File: src/rtl/elevator_pkg.sv
// Shared types and constants for the 5-floor elevator controller.
// Optional build macro ELEV_CANCEL_EN is consumed by elevator_req_latch.
package elevator_pkg;

    localparam int NUM_FLOORS = 5;
    localparam int FLOOR_W    = $clog2(NUM_FLOORS);

    typedef enum logic [1:0] {
        IDLE = 2'd0,
        MOVE = 2'd1,
        DOOR = 2'd2
    } ctrlState_t;

    localparam logic [1:0] FIO_STOP = 2'b00;
    localparam logic [1:0] FIO_IN   = 2'b01;
    localparam logic [1:0] FIO_OUT  = 2'b10;
    localparam logic [1:0] FIO_NONE = 2'b11;

    // True when any pending floor lies strictly beyond 'floor' in the given direction.
    function automatic logic anyBeyond(input logic [NUM_FLOORS-1:0] pend,
                                       input logic [FLOOR_W-1:0]    floor,
                                       input logic                  up);
        logic hit;
        hit = 1'b0;
        for (int f = 0; f < NUM_FLOORS; f++) begin
            if (pend[f] && ((up && (FLOOR_W'(f) > floor)) || (!up && (FLOOR_W'(f) < floor))))
                hit = 1'b1;
        end
        return hit;
    endfunction

endpackage

File: src/rtl/elevator_req_latch.sv
// Button edge detection and pending-request registers (cabin and hall kept apart).
// Define ELEV_CANCEL_EN to make a repeat press on a pending floor cancel it.
module elevator_req_latch
    import elevator_pkg::*;
(
    input  logic                  clk,
    input  logic                  rst,
    input  logic [NUM_FLOORS-1:0] inToggle,
    input  logic [NUM_FLOORS-1:0] outToggle,
    input  logic [NUM_FLOORS-1:0] clearMask,
    output logic [NUM_FLOORS-1:0] inPending,
    output logic [NUM_FLOORS-1:0] outPending
);

    logic [NUM_FLOORS-1:0] inPrev, outPrev;
    logic [NUM_FLOORS-1:0] inRise, outRise, pending;
    logic [NUM_FLOORS-1:0] inSet, outSet, cancelMask;
    logic [NUM_FLOORS-1:0] inNext, outNext;

    always_comb begin
        inRise  = inToggle & ~inPrev;
        outRise = outToggle & ~outPrev;
        pending = inPending | outPending;
`ifdef ELEV_CANCEL_EN
        // A press on an already-pending floor withdraws it; a double rise counts once.
        cancelMask = (inRise | outRise) & pending;
        inSet      = inRise & ~pending;
        outSet     = outRise & ~pending;
`else
        cancelMask = '0;
        inSet      = inRise;
        outSet     = outRise;
`endif
        // Only the served door floor overrides a simultaneous press.
        inNext  = ((inPending & ~cancelMask) | inSet) & ~clearMask;
        outNext = ((outPending & ~cancelMask) | outSet) & ~clearMask;
    end

    always_ff @(posedge clk or posedge rst) begin
        if (rst) begin
            inPrev     <= '0;
            outPrev    <= '0;
            inPending  <= '0;
            outPending <= '0;
        end else begin
            inPrev     <= inToggle;
            outPrev    <= outToggle;
            inPending  <= inNext;
            outPending <= outNext;
        end
    end

endmodule

File: src/rtl/elevator_ctrl.sv
// 5-floor collective (SCAN) elevator controller: IDLE/MOVE/DOOR FSM, travel and
// door counters, per-floor status decode. Build macro ELEV_CANCEL_EN enables press-to-cancel.
module elevator_ctrl
    import elevator_pkg::*;
#(
    parameter int FLOOR_CYCLES = 4,
    parameter int DOOR_CYCLES  = 2
) (
    input  logic                  clk,
    input  logic                  rst,
    input  logic [NUM_FLOORS-1:0] InToggle,
    input  logic [NUM_FLOORS-1:0] OutToggle,
    output logic [NUM_FLOORS-1:0] PushedButtons,
    output logic [NUM_FLOORS-1:0] WhichFloor,
    output logic                  Process,
    output logic                  Dir,
    output logic [1:0]            FloorInOut [NUM_FLOORS-1:0]
);

    localparam int CNT_MAX = (FLOOR_CYCLES > DOOR_CYCLES) ? FLOOR_CYCLES : DOOR_CYCLES;
    localparam int CNT_W   = $clog2(CNT_MAX + 1);
    localparam logic [CNT_W-1:0]   FLOOR_LAST = CNT_W'(FLOOR_CYCLES - 1);
    localparam logic [CNT_W-1:0]   DOOR_LAST  = CNT_W'(DOOR_CYCLES - 1);
    localparam logic [FLOOR_W-1:0] TOP_FLOOR  = FLOOR_W'(NUM_FLOORS - 1);

    ctrlState_t            state, nextState;
    logic [FLOOR_W-1:0]    curFloor, nextFloor, stepFloor;
    logic                  nextDir;
    logic [CNT_W-1:0]      cycleCnt, nextCnt;
    logic [NUM_FLOORS-1:0] inPending, outPending, pending, clearMask;
    logic [NUM_FLOORS-1:0] curOneHot, stepOneHot;

    elevator_req_latch reqLatch (
        .clk       (clk),
        .rst       (rst),
        .inToggle  (InToggle),
        .outToggle (OutToggle),
        .clearMask (clearMask),
        .inPending (inPending),
        .outPending(outPending)
    );

    assign pending    = inPending | outPending;
    assign curOneHot  = NUM_FLOORS'(1) << curFloor;
    assign stepOneHot = NUM_FLOORS'(1) << stepFloor;

    always_ff @(posedge clk or posedge rst) begin
        if (rst) begin
            state    <= IDLE;
            curFloor <= '0;
            Dir      <= 1'b1;
            cycleCnt <= '0;
        end else begin
            state    <= nextState;
            curFloor <= nextFloor;
            Dir      <= nextDir;
            cycleCnt <= nextCnt;
        end
    end

    always_comb begin
        nextState = state;
        nextFloor = curFloor;
        nextDir   = Dir;
        nextCnt   = cycleCnt;
        if (Dir && (curFloor != TOP_FLOOR))
            stepFloor = curFloor + 1'b1;
        else if (!Dir && (curFloor != '0))
            stepFloor = curFloor - 1'b1;
        else
            stepFloor = curFloor;

        case (state)
            IDLE: begin
                nextCnt = '0;
                if ((pending & curOneHot) != '0) begin
                    nextState = DOOR;
                end else if (pending != '0) begin
                    // Keep sweeping while work remains ahead, otherwise turn around.
                    nextDir   = anyBeyond(pending, curFloor, Dir) ? Dir : !Dir;
                    nextState = MOVE;
                end
            end
            MOVE: begin
                if (cycleCnt == FLOOR_LAST) begin
                    nextCnt   = '0;
                    nextFloor = stepFloor;
                    if (stepFloor == TOP_FLOOR)
                        nextDir = 1'b0;
                    else if (stepFloor == '0)
                        nextDir = 1'b1;
                    if ((pending & stepOneHot) != '0)
                        nextState = DOOR;
                    else if (anyBeyond(pending, stepFloor, Dir))
                        nextState = MOVE;
                    else
                        nextState = IDLE;
                end else begin
                    nextCnt = cycleCnt + 1'b1;
                end
            end
            DOOR: begin
                if (cycleCnt == DOOR_LAST) begin
                    nextCnt   = '0;
                    nextState = IDLE;
                end else begin
                    nextCnt = cycleCnt + 1'b1;
                end
            end
            default: begin
                nextState = IDLE;
                nextCnt   = '0;
            end
        endcase
    end

    always_comb begin
        WhichFloor    = curOneHot;
        Process       = (state == MOVE);
        PushedButtons = pending;
        // Clear the served floor on the edge entering DOOR and for every DOOR cycle.
        clearMask = '0;
        if (nextState == DOOR)
            clearMask = NUM_FLOORS'(1) << nextFloor;
        if (state == DOOR)
            clearMask = clearMask | curOneHot;
        for (int f = 0; f < NUM_FLOORS; f++) begin
            if (curOneHot[f] && (state != MOVE))
                FloorInOut[f] = FIO_STOP;
            else if (inPending[f])
                FloorInOut[f] = FIO_IN;
            else if (outPending[f])
                FloorInOut[f] = FIO_OUT;
            else
                FloorInOut[f] = FIO_NONE;
        end
    end

endmodule

File: config.mk
export PLATFORM = sky130hd
export DESIGN_NAME = elevator_ctrl
export DESIGN_NICKNAME = d
export VERILOG_FILES = /design/src/rtl/elevator_pkg.sv /design/src/rtl/elevator_req_latch.sv /design/src/rtl/elevator_ctrl.sv
export SDC_FILE = /design/constraint.sdc
export NUM_CORES = 1
export LEC_CHECK = 0
export BUFFER_PORTS_ARGS = -buffer_cell sky130_fd_sc_hd__buf_4
export CAP_MARGIN = 20
export CORE_MARGIN = 5
export CORE_UTILIZATION = 52
export DETAILED_ROUTE_END_ITERATION = 7
export PLACE_DENSITY = 0.77
export SYNTH_ARGS = -nofsm -noshare
export SYNTH_HDL_FRONTEND = slang
export SYNTH_SLANG_ARGS = --single-unit
File: constraint.sdc
create_clock -name clk -period 2.6 [get_ports clk]
set_input_delay 0.39 -clock clk [delete_from_list [all_inputs] [get_ports clk]]
set_output_delay 0.39 -clock clk [all_outputs]
set_load 0.02 [all_outputs]
==> out/summary.log <==
INFO  floorplanning  core.rowCount=23
INFO  run_status     run_status=complete, no violations
INFO  cts            clock_insertion_delay_at_the_later_pin_of_the_skew_report=0.28ns
INFO  critical_path  crit_type=register to register
INFO  logic_synthesis synth_compound_gate_area_share=0.291
INFO  critical_path  cp-end-kind=register
INFO  logic_synthesis synth_top_family_by_area=compound AO/OA/AOI/OAI gates
INFO  detailed_routing ant_nets=0
INFO  logic_synthesis post_synth_most_frequent_cells=sky130_fd_sc_hd__a21oi_1 (33), sky130_fd_sc_hd__dfrtp_1 (28), sky130_fd_sc_hd__inv_1 (27), sky130_fd_sc_hd__nor2_1 (26)
INFO  logic_synthesis synthMostInstantiatedCell=sky130_fd_sc_hd__a21oi_1
INFO  timing         worst_slack=0.0788ns
INFO  logic_synthesis synth_largest_area_cell=sky130_fd_sc_hd__dfrtp_1
INFO  logic_synthesis synth_xor_xnor_area_share=0.0197
INFO  timing         layout_min_cycle_time=2.52ns
INFO  timing         maxSlewHeadroom=0.706
INFO  critical_path  r2r_worst_path_depth=8
INFO  cts            cts_inserted_buffers=5
INFO  floorplanning  core=4090µm²
INFO  timing         skew=0.00561ns
INFO  floorplanning  io_pins=34
INFO  job            maxCapViolations=0
INFO  cts            htree_num_levels=2
INFO  place          io_buffers=33
INFO  global_routing antenna_found_initial=0
INFO  floorplanning  design.die.area=5690µm²
INFO  cts            clockRootBuffer=sky130_fd_sc_hd__clkbuf_8
INFO  detailed_routing wire_per_inst=16.3µm
INFO  logic_synthesis post_synth_mux_area_share=0
INFO  detailed_routing vias=2161
INFO  cells_and_area final_layout_size_suffix_gt1_frac=0.325
INFO  timing         drv_slew=0
INFO  logic_synthesis syn-instance-count=261
INFO  critical_path  critPathArrivalTime=2.67ns
INFO  cts            cts_tree=yes
INFO  logic_synthesis syn-mean-instance-area=8.53µm²
INFO  floorplanning  floorplan.initialDensity=0.545
INFO  pwr            peakVddDrop=0.000564V
INFO  timing         final_number_of_hold_violating_endpoints=0
INFO  min_path       hold_path.class=primary input to async pin
INFO  logic_synthesis share_of_the_synthesized_area_in_the_top_cell_type=0.315
INFO  pwr            p_leak=1.26nW
INFO  pwr            power_per_cell_area=909nW/µm²
INFO  place          hpwl=4610µm
INFO  detailed_routing detail_route.vias_per_cell=5.79
INFO  timing         finalSetupViolations=0
INFO  timing         fin_hold_ws=0.178ns
INFO  cts            buffer_depth_of_the_longest_clock_path=2
INFO  cts            total_number_of_clock_tree_sinks=29
INFO  cts            cts-hold-fix-buffers=0
INFO  pwr            p_total=2.63mW
INFO  floorplanning  width_of_the_chip=75.4µm
INFO  global_routing grt_use_total=0.225
INFO  cells_and_area area_growth_syn_to_layout=30.1%
INFO  cts            clk_pin_slew_worst_paths=0.07ns
INFO  critical_path  cp_data_required_time=2.75ns
INFO  detailed_routing drt_first_iter_violations=109
INFO  logic_synthesis netlist_top_cells_area=sky130_fd_sc_hd__dfrtp_1 (31%), sky130_fd_sc_hd__ha_1 (7.9%), sky130_fd_sc_hd__a21oi_1 (7.4%)
INFO  detailed_routing drt_first_pass_iters=5
INFO  global_routing grt-ovfl-total=0
INFO  cells_and_area antenna_cells_inserted=0
INFO  critical_path  critical_path.max_fanout=7
INFO  timing         max_freq=397MHz
INFO  logic_synthesis ys.flop_type=sky130_fd_sc_hd__dfrtp_1
INFO  logic_synthesis synth_enable_flop_cells=0
INFO  logic_synthesis synth-async-reset-ratio=1.00
INFO  logic_synthesis synth_fa_ha_area_frac=0.0787
INFO  timing         share_of_the_clock_period_used_by_the_worst_path=0.970
INFO  detailed_routing wl=6080µm
INFO  global_routing grt_first_pass_wirelength=9630µm
INFO  global_routing pin_count_of_the_biggest_net_entering_global_routing=30
INFO  floorplanning  die_height=75.4µm
INFO  logic_synthesis yosys.cell_types.count=57
INFO  logic_synthesis synth-seq-cells=29
INFO  place          globalplace.congestion=0.971
INFO  critical_path  worst_reg2reg_startpoint=Dir$_DFFE_PP1P_
INFO  logic_synthesis basic_gate_share_of_the_synthesized_area_counting_and_or_nand_and_nor_cells=0.205
INFO  logic_synthesis synthesis.area=2230µm²
INFO  critical_path  critical_path_startpoint_category=register
INFO  timing         tightest_slew=0.438ns
INFO  cells_and_area finish.net_count=348
INFO  logic_synthesis synthesis.nets=287
INFO  logic_synthesis yosysSeqAreaShare=0.327
INFO  critical_path  crit_path_start=Dir$_DFFE_PP1P_
INFO  global_routing first_global_vias=2006
INFO  detailed_routing remaining_drc_errors=0
INFO  place          pre_cts_worst_setup_slack=-0.0652ns
INFO  logic_synthesis synth_warnings=0
## state kept, by name, indices dropped and copies added (netlist names)
| name | count |
|---|---|
| reqLatch.outPending | 5 |
| reqLatch.outPrev | 5 |
| cycleCnt | 3 |
| reqLatch.inPending | 5 |
| reqLatch.inPrev | 5 |
| Dir | 1 |
| state | 2 |
| curFloor | 3 |
## logic make-up (layout without fill, tap and decap cells)
logic type               after synthesis  in the layout
XOR/XNOR                               5              5
buffers and inverters                 38            100
adder cells (fa/ha/maj)               14             14
flip-flops                            29             29
AND/OR/NAND/NOR                       86             86
AO/OA/AOI/OAI                         89             89
## worst paths after layout
kind / to / slack (ns)
setup / recovery: reqLatch.inPending[2]$_DFF_PP0_ / 0.08
hold / removal: reqLatch.inPending[0]$_DFF_PP0_ / 0.18
setup reg to reg: reqLatch.inPending[2]$_DFF_PP0_ / 0.08
hold reg to reg: cycleCnt[0]$_DFF_PP0_ / 0.47
max in group asynchronous: Dir$_DFFE_PP1P_ / 2.11
min in group clk: reqLatch.inPrev[1]$_DFF_PP0_ / 0.21
## cells in the final DEF, fill, tap and decap left out, types with 6 or more instances in the layout
cell type,count
sky130_fd_sc_hd__o211ai_1,6
sky130_fd_sc_hd__buf_4,63
sky130_fd_sc_hd__nor2_1,25
sky130_fd_sc_hd__ha_1,13
sky130_fd_sc_hd__dfrtp_1,28
sky130_fd_sc_hd__nor2b_1,14
sky130_fd_sc_hd__o21ai_0,15
sky130_fd_sc_hd__a21oi_1,29
sky130_fd_sc_hd__clkbuf_8,6
sky130_fd_sc_hd__inv_1,26
sky130_fd_sc_hd__nand2_1,16
## metal layers
layer / part of all wire / vias up / track usage
met2: 0.48 / 79 / 0.350
met3: 0.068 / 14 / 0.0501
met5: 0 / - / 0
li1: - / 1039 / -
met4: 0.023 / 0 / 0.0874
met1: 0.43 / 1029 / 0.306
## through the flow
step	TNS, ns	utilization	instances	instance area [µm²]
finish	0	0.709	373	2900
CTS	0	0.682	367	2790
floorplan	0	-	261	2230
detailed placement	-0.130	0.650	359	2660
global route	-0.0253	0.709	373	2900
global placement	0	0.650	359	2660
## timing repair
action / in CTS / in global routing
setup buffers: 0 / 6
pin swaps: 0 / 6
resized for setup: 2 / 17
endpoints found under the setup margin: 7 / 11
## area by class of cell
type,count,area [µm²]
multi-input cells,194,1400
fillers,324,1190
flip-flops and latches,29,731
repair buffers,63,473
inverters,29,110
clock buffers,7,86.3
well taps,50,62.6
clock inverters,1,30.0
## where the power goes
group | total, mW | internal, mW | switching (mW)
Sequential | 0.620 | 0.539 | 0.0818
Clock | 0.488 | 0.312 | 0.176
Combinational | 1.52 | 0.674 | 0.850
## critical path: stages (launching register included)
cell and delay, ns:
sky130_fd_sc_hd__dfstp_4 0.49, sky130_fd_sc_hd__buf_4 0.17, sky130_fd_sc_hd__or4b_4 0.55, sky130_fd_sc_hd__a21oi_4 0.18, sky130_fd_sc_hd__a221oi_4 0.07, sky130_fd_sc_hd__a21oi_2 0.20, sky130_fd_sc_hd__a32oi_4 0.19, sky130_fd_sc_hd__a2111oi_4 0.43
sky130_fd_sc_hd__a21oi_1 0.11
No activity file was read; power rests on OpenSTA's default activity.
